==> src/rtl/id_ex_stage.sv <==
// ID/EX pipeline register with load-use hazard detection, branch flush and a bubble counter.
// Latency: one cycle from ID inputs to ex_* outputs; stall_o is combinational in the same cycle.
// Backpressure: stall_o holds PC and IF/ID for one cycle while a bubble is inserted; flush_i overrides it.
//
// Ports:
//   clk_i, rst_i (synchronous, active-low)
//   id_*  : instruction, PC+4, register read data and decoder controls from ID
//   flush_i : taken branch resolved downstream, kills the ID instruction
//   stall_o : hold PC and IF/ID this cycle
//   ex_*  : registered bundle for EX
//   bubble_cnt_o : saturating count of load-use bubbles
module id_ex_stage #(
  parameter int DW    = 32,
  parameter int CNT_W = 16
) (
  input  logic             clk_i,
  input  logic             rst_i,
  input  logic             id_valid_i,
  input  logic [31:0]      id_instr_i,
  input  logic [DW-1:0]    id_pc_plus4_i,
  input  logic [DW-1:0]    id_rs_data_i,
  input  logic [DW-1:0]    id_rt_data_i,
  input  logic             id_RegWrite_i,
  input  logic             id_ALUSrc_i,
  input  logic             id_RegDst_i,
  input  logic             id_Branch_i,
  input  logic             id_MemRead_i,
  input  logic             id_MemWrite_i,
  input  logic             id_MemtoReg_i,
  input  logic [2:0]       id_ALU_op_i,
  input  logic             flush_i,
  output logic             stall_o,
  output logic             ex_valid_o,
  output logic [5:0]       ex_op_o,
  output logic [DW-1:0]    ex_pc_plus4_o,
  output logic [DW-1:0]    ex_rs_data_o,
  output logic [DW-1:0]    ex_rt_data_o,
  output logic [DW-1:0]    ex_imm_o,
  output logic [4:0]       ex_rs_o,
  output logic [4:0]       ex_rt_o,
  output logic [4:0]       ex_rd_o,
  output logic             ex_RegWrite_o,
  output logic             ex_ALUSrc_o,
  output logic             ex_RegDst_o,
  output logic             ex_Branch_o,
  output logic             ex_MemRead_o,
  output logic             ex_MemWrite_o,
  output logic             ex_MemtoReg_o,
  output logic [2:0]       ex_ALU_op_o,
  output logic [CNT_W-1:0] bubble_cnt_o
);

  typedef struct packed {
    logic          valid;
    logic [5:0]    op;
    logic [DW-1:0] pc_plus4;
    logic [DW-1:0] rs_data;
    logic [DW-1:0] rt_data;
    logic [DW-1:0] imm;
    logic [4:0]    rs;
    logic [4:0]    rt;
    logic [4:0]    rd;
    logic          reg_write;
    logic          alu_src;
    logic          reg_dst;
    logic          branch;
    logic          mem_read;
    logic          mem_write;
    logic          mem_to_reg;
    logic [2:0]    alu_op;
  } ex_bundle_t;

  ex_bundle_t       ex_q;
  ex_bundle_t       id_d;
  logic [CNT_W-1:0] bubble_cnt;

  logic [5:0] id_op;
  logic [4:0] id_rs;
  logic [4:0] id_rt;
  logic       uses_rt;
  logic       load_use;
  logic       bubble;

  assign id_op = id_instr_i[31:26];
  assign id_rs = id_instr_i[25:21];
  assign id_rt = id_instr_i[20:16];

  // Opcodes that read rt as a source: R-type, beq, bne, bge, bgt, sw.
  always_comb begin
    uses_rt = 1'b0;
    case (id_op)
      6'b000000, 6'b000100, 6'b000101,
      6'b000001, 6'b000111, 6'b101011: uses_rt = 1'b1;
      default:                         uses_rt = 1'b0;
    endcase
  end

  // A load in EX whose destination feeds the ID instruction; $0 never creates a dependency.
  assign load_use = id_valid_i && ex_q.valid && ex_q.mem_read && (ex_q.rt != 5'd0) &&
                    ((ex_q.rt == id_rs) || (uses_rt && (ex_q.rt == id_rt)));

  // A flush discards the dependent instruction anyway, so holding it would be wasted.
  assign stall_o = load_use && !flush_i;
  assign bubble  = flush_i || load_use || !id_valid_i;

  always_comb begin
    id_d            = '0;
    id_d.valid      = 1'b1;
    id_d.op         = id_op;
    id_d.pc_plus4   = id_pc_plus4_i;
    id_d.rs_data    = id_rs_data_i;
    id_d.rt_data    = id_rt_data_i;
    id_d.imm        = {{(DW-16){id_instr_i[15]}}, id_instr_i[15:0]};
    id_d.rs         = id_rs;
    id_d.rt         = id_rt;
    id_d.rd         = id_instr_i[15:11];
    id_d.reg_write  = id_RegWrite_i;
    id_d.alu_src    = id_ALUSrc_i;
    id_d.reg_dst    = id_RegDst_i;
    id_d.branch     = id_Branch_i;
    id_d.mem_read   = id_MemRead_i;
    id_d.mem_write  = id_MemWrite_i;
    id_d.mem_to_reg = id_MemtoReg_i;
    id_d.alu_op     = id_ALU_op_i;
  end

  always_ff @(posedge clk_i) begin
    if (!rst_i) begin
      ex_q       <= '0;
      bubble_cnt <= '0;
    end else begin
      ex_q <= bubble ? '0 : id_d;
      // Only hazard bubbles are counted; a coincident flush takes precedence.
      if (stall_o && (bubble_cnt != {CNT_W{1'b1}})) begin
        bubble_cnt <= bubble_cnt + 1'b1;
      end
    end
  end

  assign ex_valid_o    = ex_q.valid;
  assign ex_op_o       = ex_q.op;
  assign ex_pc_plus4_o = ex_q.pc_plus4;
  assign ex_rs_data_o  = ex_q.rs_data;
  assign ex_rt_data_o  = ex_q.rt_data;
  assign ex_imm_o      = ex_q.imm;
  assign ex_rs_o       = ex_q.rs;
  assign ex_rt_o       = ex_q.rt;
  assign ex_rd_o       = ex_q.rd;
  assign ex_RegWrite_o = ex_q.reg_write;
  assign ex_ALUSrc_o   = ex_q.alu_src;
  assign ex_RegDst_o   = ex_q.reg_dst;
  assign ex_Branch_o   = ex_q.branch;
  assign ex_MemRead_o  = ex_q.mem_read;
  assign ex_MemWrite_o = ex_q.mem_write;
  assign ex_MemtoReg_o = ex_q.mem_to_reg;
  assign ex_ALU_op_o   = ex_q.alu_op;
  assign bubble_cnt_o  = bubble_cnt;

endmodule

==> config.mk <==
export PLATFORM = sky130hd
export DESIGN_NAME = id_ex_stage
export DESIGN_NICKNAME = d
export VERILOG_FILES = /design/src/rtl/id_ex_stage.sv
export SDC_FILE = /design/constraint.sdc
export NUM_CORES = 1
export LEC_CHECK = 0
export ABC_AREA = 1
export BUFFER_PORTS_ARGS = -buffer_cell sky130_fd_sc_hd__buf_2
export CORE_UTILIZATION = 35
export CTS_BUF_LIST = sky130_fd_sc_hd__clkbuf_2
export DETAILED_ROUTE_END_ITERATION = 6
export GPL_ROUTABILITY_DRIVEN = 0
export PLACE_DENSITY = 0.66
export SLEW_MARGIN = 20
export SYNTH_ARGS = -nofsm -noshare
export SYNTH_HDL_FRONTEND = slang
export SYNTH_SLANG_ARGS = --single-unit
==> constraint.sdc <==
create_clock -name clk_i -period 2.36 [get_ports clk_i]
set_clock_uncertainty 0.15 [all_clocks]
set_input_delay 0.472 -clock clk_i [delete_from_list [all_inputs] [get_ports clk_i]]
set_output_delay 0.472 -clock clk_i [all_outputs]
set_load 0.02 [all_outputs]
==> flow_summary.yaml <==
timing:
  worstMarginPinSlew_ps: 428.0
  worst_slack_ps: -337.5
  slew-limit-headroom_pct: 71.44
  setup_viol: 1
  post-route-period-util_pct: 114.3
  finalSetupTns_ps: -337.5
  rsz0062_at_grt: "true"
  period_minus_slack_ps: 2698
  finalHoldViolCount: 0
  slew_violations: 0
  fmax_mhz: 370.7
clocking:
  cts_buffers: 17
  cts_max_level: 4
  cts_tree: "done"
  cts_sinks: 155
  clock_latency_ps: 680
  clk_pin_slew_worst_paths_ps: 210
  cts-root-buf: "clkbuf_2"
  clk_path_buf_depth: 2
layout:
  fin_area_um2: 8594
  fillers: 1302
  nets: 1236
  layout_commonest_cell: "buf_2"
  layout_common_cells: "317 x buf_2, 173 x nor2_1, 152 x inv_1, 152 x dfxtp_1, 139 x dlygate4sd3_1"
  drive_above_1_share_pct: 34.99
  area_growth_pct: 61.32
route:
  drcViolationCount: 23
  drt_first_pass_iters: 7
  drt_iter0_drc: 166
  routedWlPerCell_um: 12.84
  wl_mm: 16.60
  ant_nets: 0
  num_vias: 5300
  via_per_inst: 4.099
worst_setup_path:
  cp_slowest_stage_delay_ps: 420
  rrSetupSlack_ps: 300
  r2r-start: "ex_rt_o[1]$_SDFF_PP0_"
  end_kind: "output port"
  cp-start-kind: "flop"
  cp.arrival_ps: 2080
  crit_path_cell_trace: "inv_2 > nand2_1 > nand2_2 > nor2_4 > nand2_2 > nor2_2 > nor2_2 > nor2_4 > inv_2 > nor2_4 > buf_6"
  cpMaxStageDelayCell: "dfxtp_4"
  cp-startpoint: "ex_rt_o[0]$_SDFF_PP0_"
  rr_worst_depth: 11
  critPathMaxFanout: 4
  critPathKind: "flop to output port"
  crit_top_cell: "nor2_4"
  cp_data_required_time_ps: 1740
global_routing:
  grt-ovfl-total: 0
  antenna_found_initial: 4
  grt_util_all_layers_pct: 21.23
  grt_pass1_wl_mm: 25.74
  grt_pass1_vias: 5359
  grt_max_degree: 51
synth:
  synth_warnings: 0
  synthAdderAreaFrac_pct: 0.2349
  syn_area_per_cell_um2: 8.260
  synth_cells: 645
  synth_seq_cells: 155
  synth_top_family_by_area: "simple AND/OR/NAND/NOR gates"
  synth_compound_area_share_pct: 1.926
  synth.distinct_cells: 25
  synth_area_leaders: "dfxtp_1 58%, nor2_1 12%, inv_1 11%, nand2_1 3.6%, buf_4 3.5%"
  yosys.area.top_type: "dfxtp_1"
  synthMuxAreaShare_pct: 0
  syn_nets: 788
  synthXorXnorAreaFrac_pct: 1.808
  yosysSeqAreaShare_pct: 58.24
  syn_area_um2: 5328
  synth.top_cell.area_share_pct: 58.24
  synthSimpleGateAreaFrac_pct: 20.27
placement:
  dp_hpwl_mm: 10.92
  place_area_um2: 6929
  place.port_buffers: 318
status:
  violations: "DRC, setup timing"
  status: "complete, but fails checks"
floorplanning:
  die_h_um: 125.4
  die_w_um: 125.4
  start_util_pct: 36.24
  ios: 319
  dieArea_um2: 15720
  core_area_um2: 14700
  rows: 44
power_and_ir_drop:
  powerDensity_nw_per_um2: 539.6
  peakVddDrop_uv: 390.9
  p_leak_nw: 4.906
min_path:
  worstHoldPathCells: 4
  hold_class: "input port to flop"
  hold_path.startpoint: "flush_i"
flow_run:
  drv_cap: 0
-- per-stage QoR --
step / power, W / worst slack (ps) / hold slack (ps) / util (%) / std cells
2_1_floorplan: 0.002999 / 240.0 / 413.3 / - / 645
3_5_place_dp: 0.003199 / -42.15 / 345.2 / 47.14 / 1117
6_report: 0.004638 / -337.5 / 167.3 / 58.47 / 1293
4_1_cts: 0.004687 / -473.9 / 31.05 / 58.21 / 1290
5_1_grt: 0.004871 / -551.4 / 85.09 / 58.47 / 1293
3_3_place_gp: 0.003193 / -46.80 / 335.9 / 47.14 / 1117
-- sequential cells by signal, summed over array words and instances (netlist names) --
signal and flops:
ex_MemtoReg_o 1, ex_ALUSrc_o 1, ex_RegWrite_o 1, ex_ALU_op_o 3, ex_MemRead_o 1, ex_rs_o 5, ex_rs_data_o 32, bubble_cnt_o 16
ex_op_o 6, ex_valid_o 1, ex_Branch_o 1, ex_imm_o 16, ex_RegDst_o 1, ex_MemWrite_o 1, ex_rt_data_o 32, ex_pc_plus4_o 32
ex_rt_o 5
-- where the power goes --
part	switching [W]	internal (W)	leakage, nW
Combinational	0.000310	0.000333	3.52
Sequential	0.0000202	0.00269	1.26
Clock	0.000988	0.000302	0.123
-- final cells by class --
class                   count  area (um2)  area share, %
well taps                 184       230.2          2.679
flip-flops and latches    155        3112          36.21
multi-input cells         290        1323          15.39
clock inverters            14       111.4          1.296
clock buffers              18       90.09          1.048
repair buffers            469        3120          36.31
diodes                      3       7.507        0.08735
inverters                 160       600.6          6.988
-- critical path: cells and delay by family, from the launching register on --
family,cells,cell delay [ps]
simple gates,8,740
flops,1,420
buf+inv,3,240
-- final timing paths --
| path | to |
|---|---|
| min | bubble_cnt_o[2]$_SDFFE_PN0P_ |
| max reg2reg | ex_rs_o[1]$_SDFF_PP0_ |
| max | stall_o |
| min reg2reg | bubble_cnt_o[3]$_SDFFE_PN0P_ |
-- routing by layer --
| layer | global-route usage [%] | vias to the layer above | part of all wire [%] |
|---|---|---|---|
| met1 | 20.12 | 2346 | 37 |
| met3 | 8.087 | 34 | 7.6 |
| li1 | - | 2717 | - |
| met4 | 10.04 | 0 | 3.3 |
| met2 | 40.06 | 203 | 52 |
| met5 | 0 | - | 0 |
-- timing repair --
| action | in CTS | in global routing |
|---|---|---|
| cloned | 0 | 0 |
| resized for setup | 8 | 12 |
| hold buffers | 139 | 0 |
| pin swaps | 3 | 3 |
| endpoints found under the hold margin | 140 | 0 |
| setup endpoints to repair | 3 | 1 |
| buffers inserted | 3 | 0 |
-- kinds of logic (layout without fill, tap and decap cells) --
family | count (synthesis) | after routing
compound gates | 18 | 18
buf+inv | 200 | 661
other cells | 0 | 3
simple gates | 260 | 260
xor+xnor | 11 | 11
fa+ha+maj | 1 | 1
flops | 155 | 155
-- cells in the mapped netlist (all sizes together) --
library cell / n
nor2: 181
inv: 160
dfxtp: 155
nand2: 51
buf: 38
nand4: 14
a21oi: 9
nand3: 9
xor2: 8
o21bai: 5
nor3: 4
o21ai: 4
xnor2: 3
clkbuf: 2
ha: 1
nand3b: 1
Power figures use the tool's default switching activity.
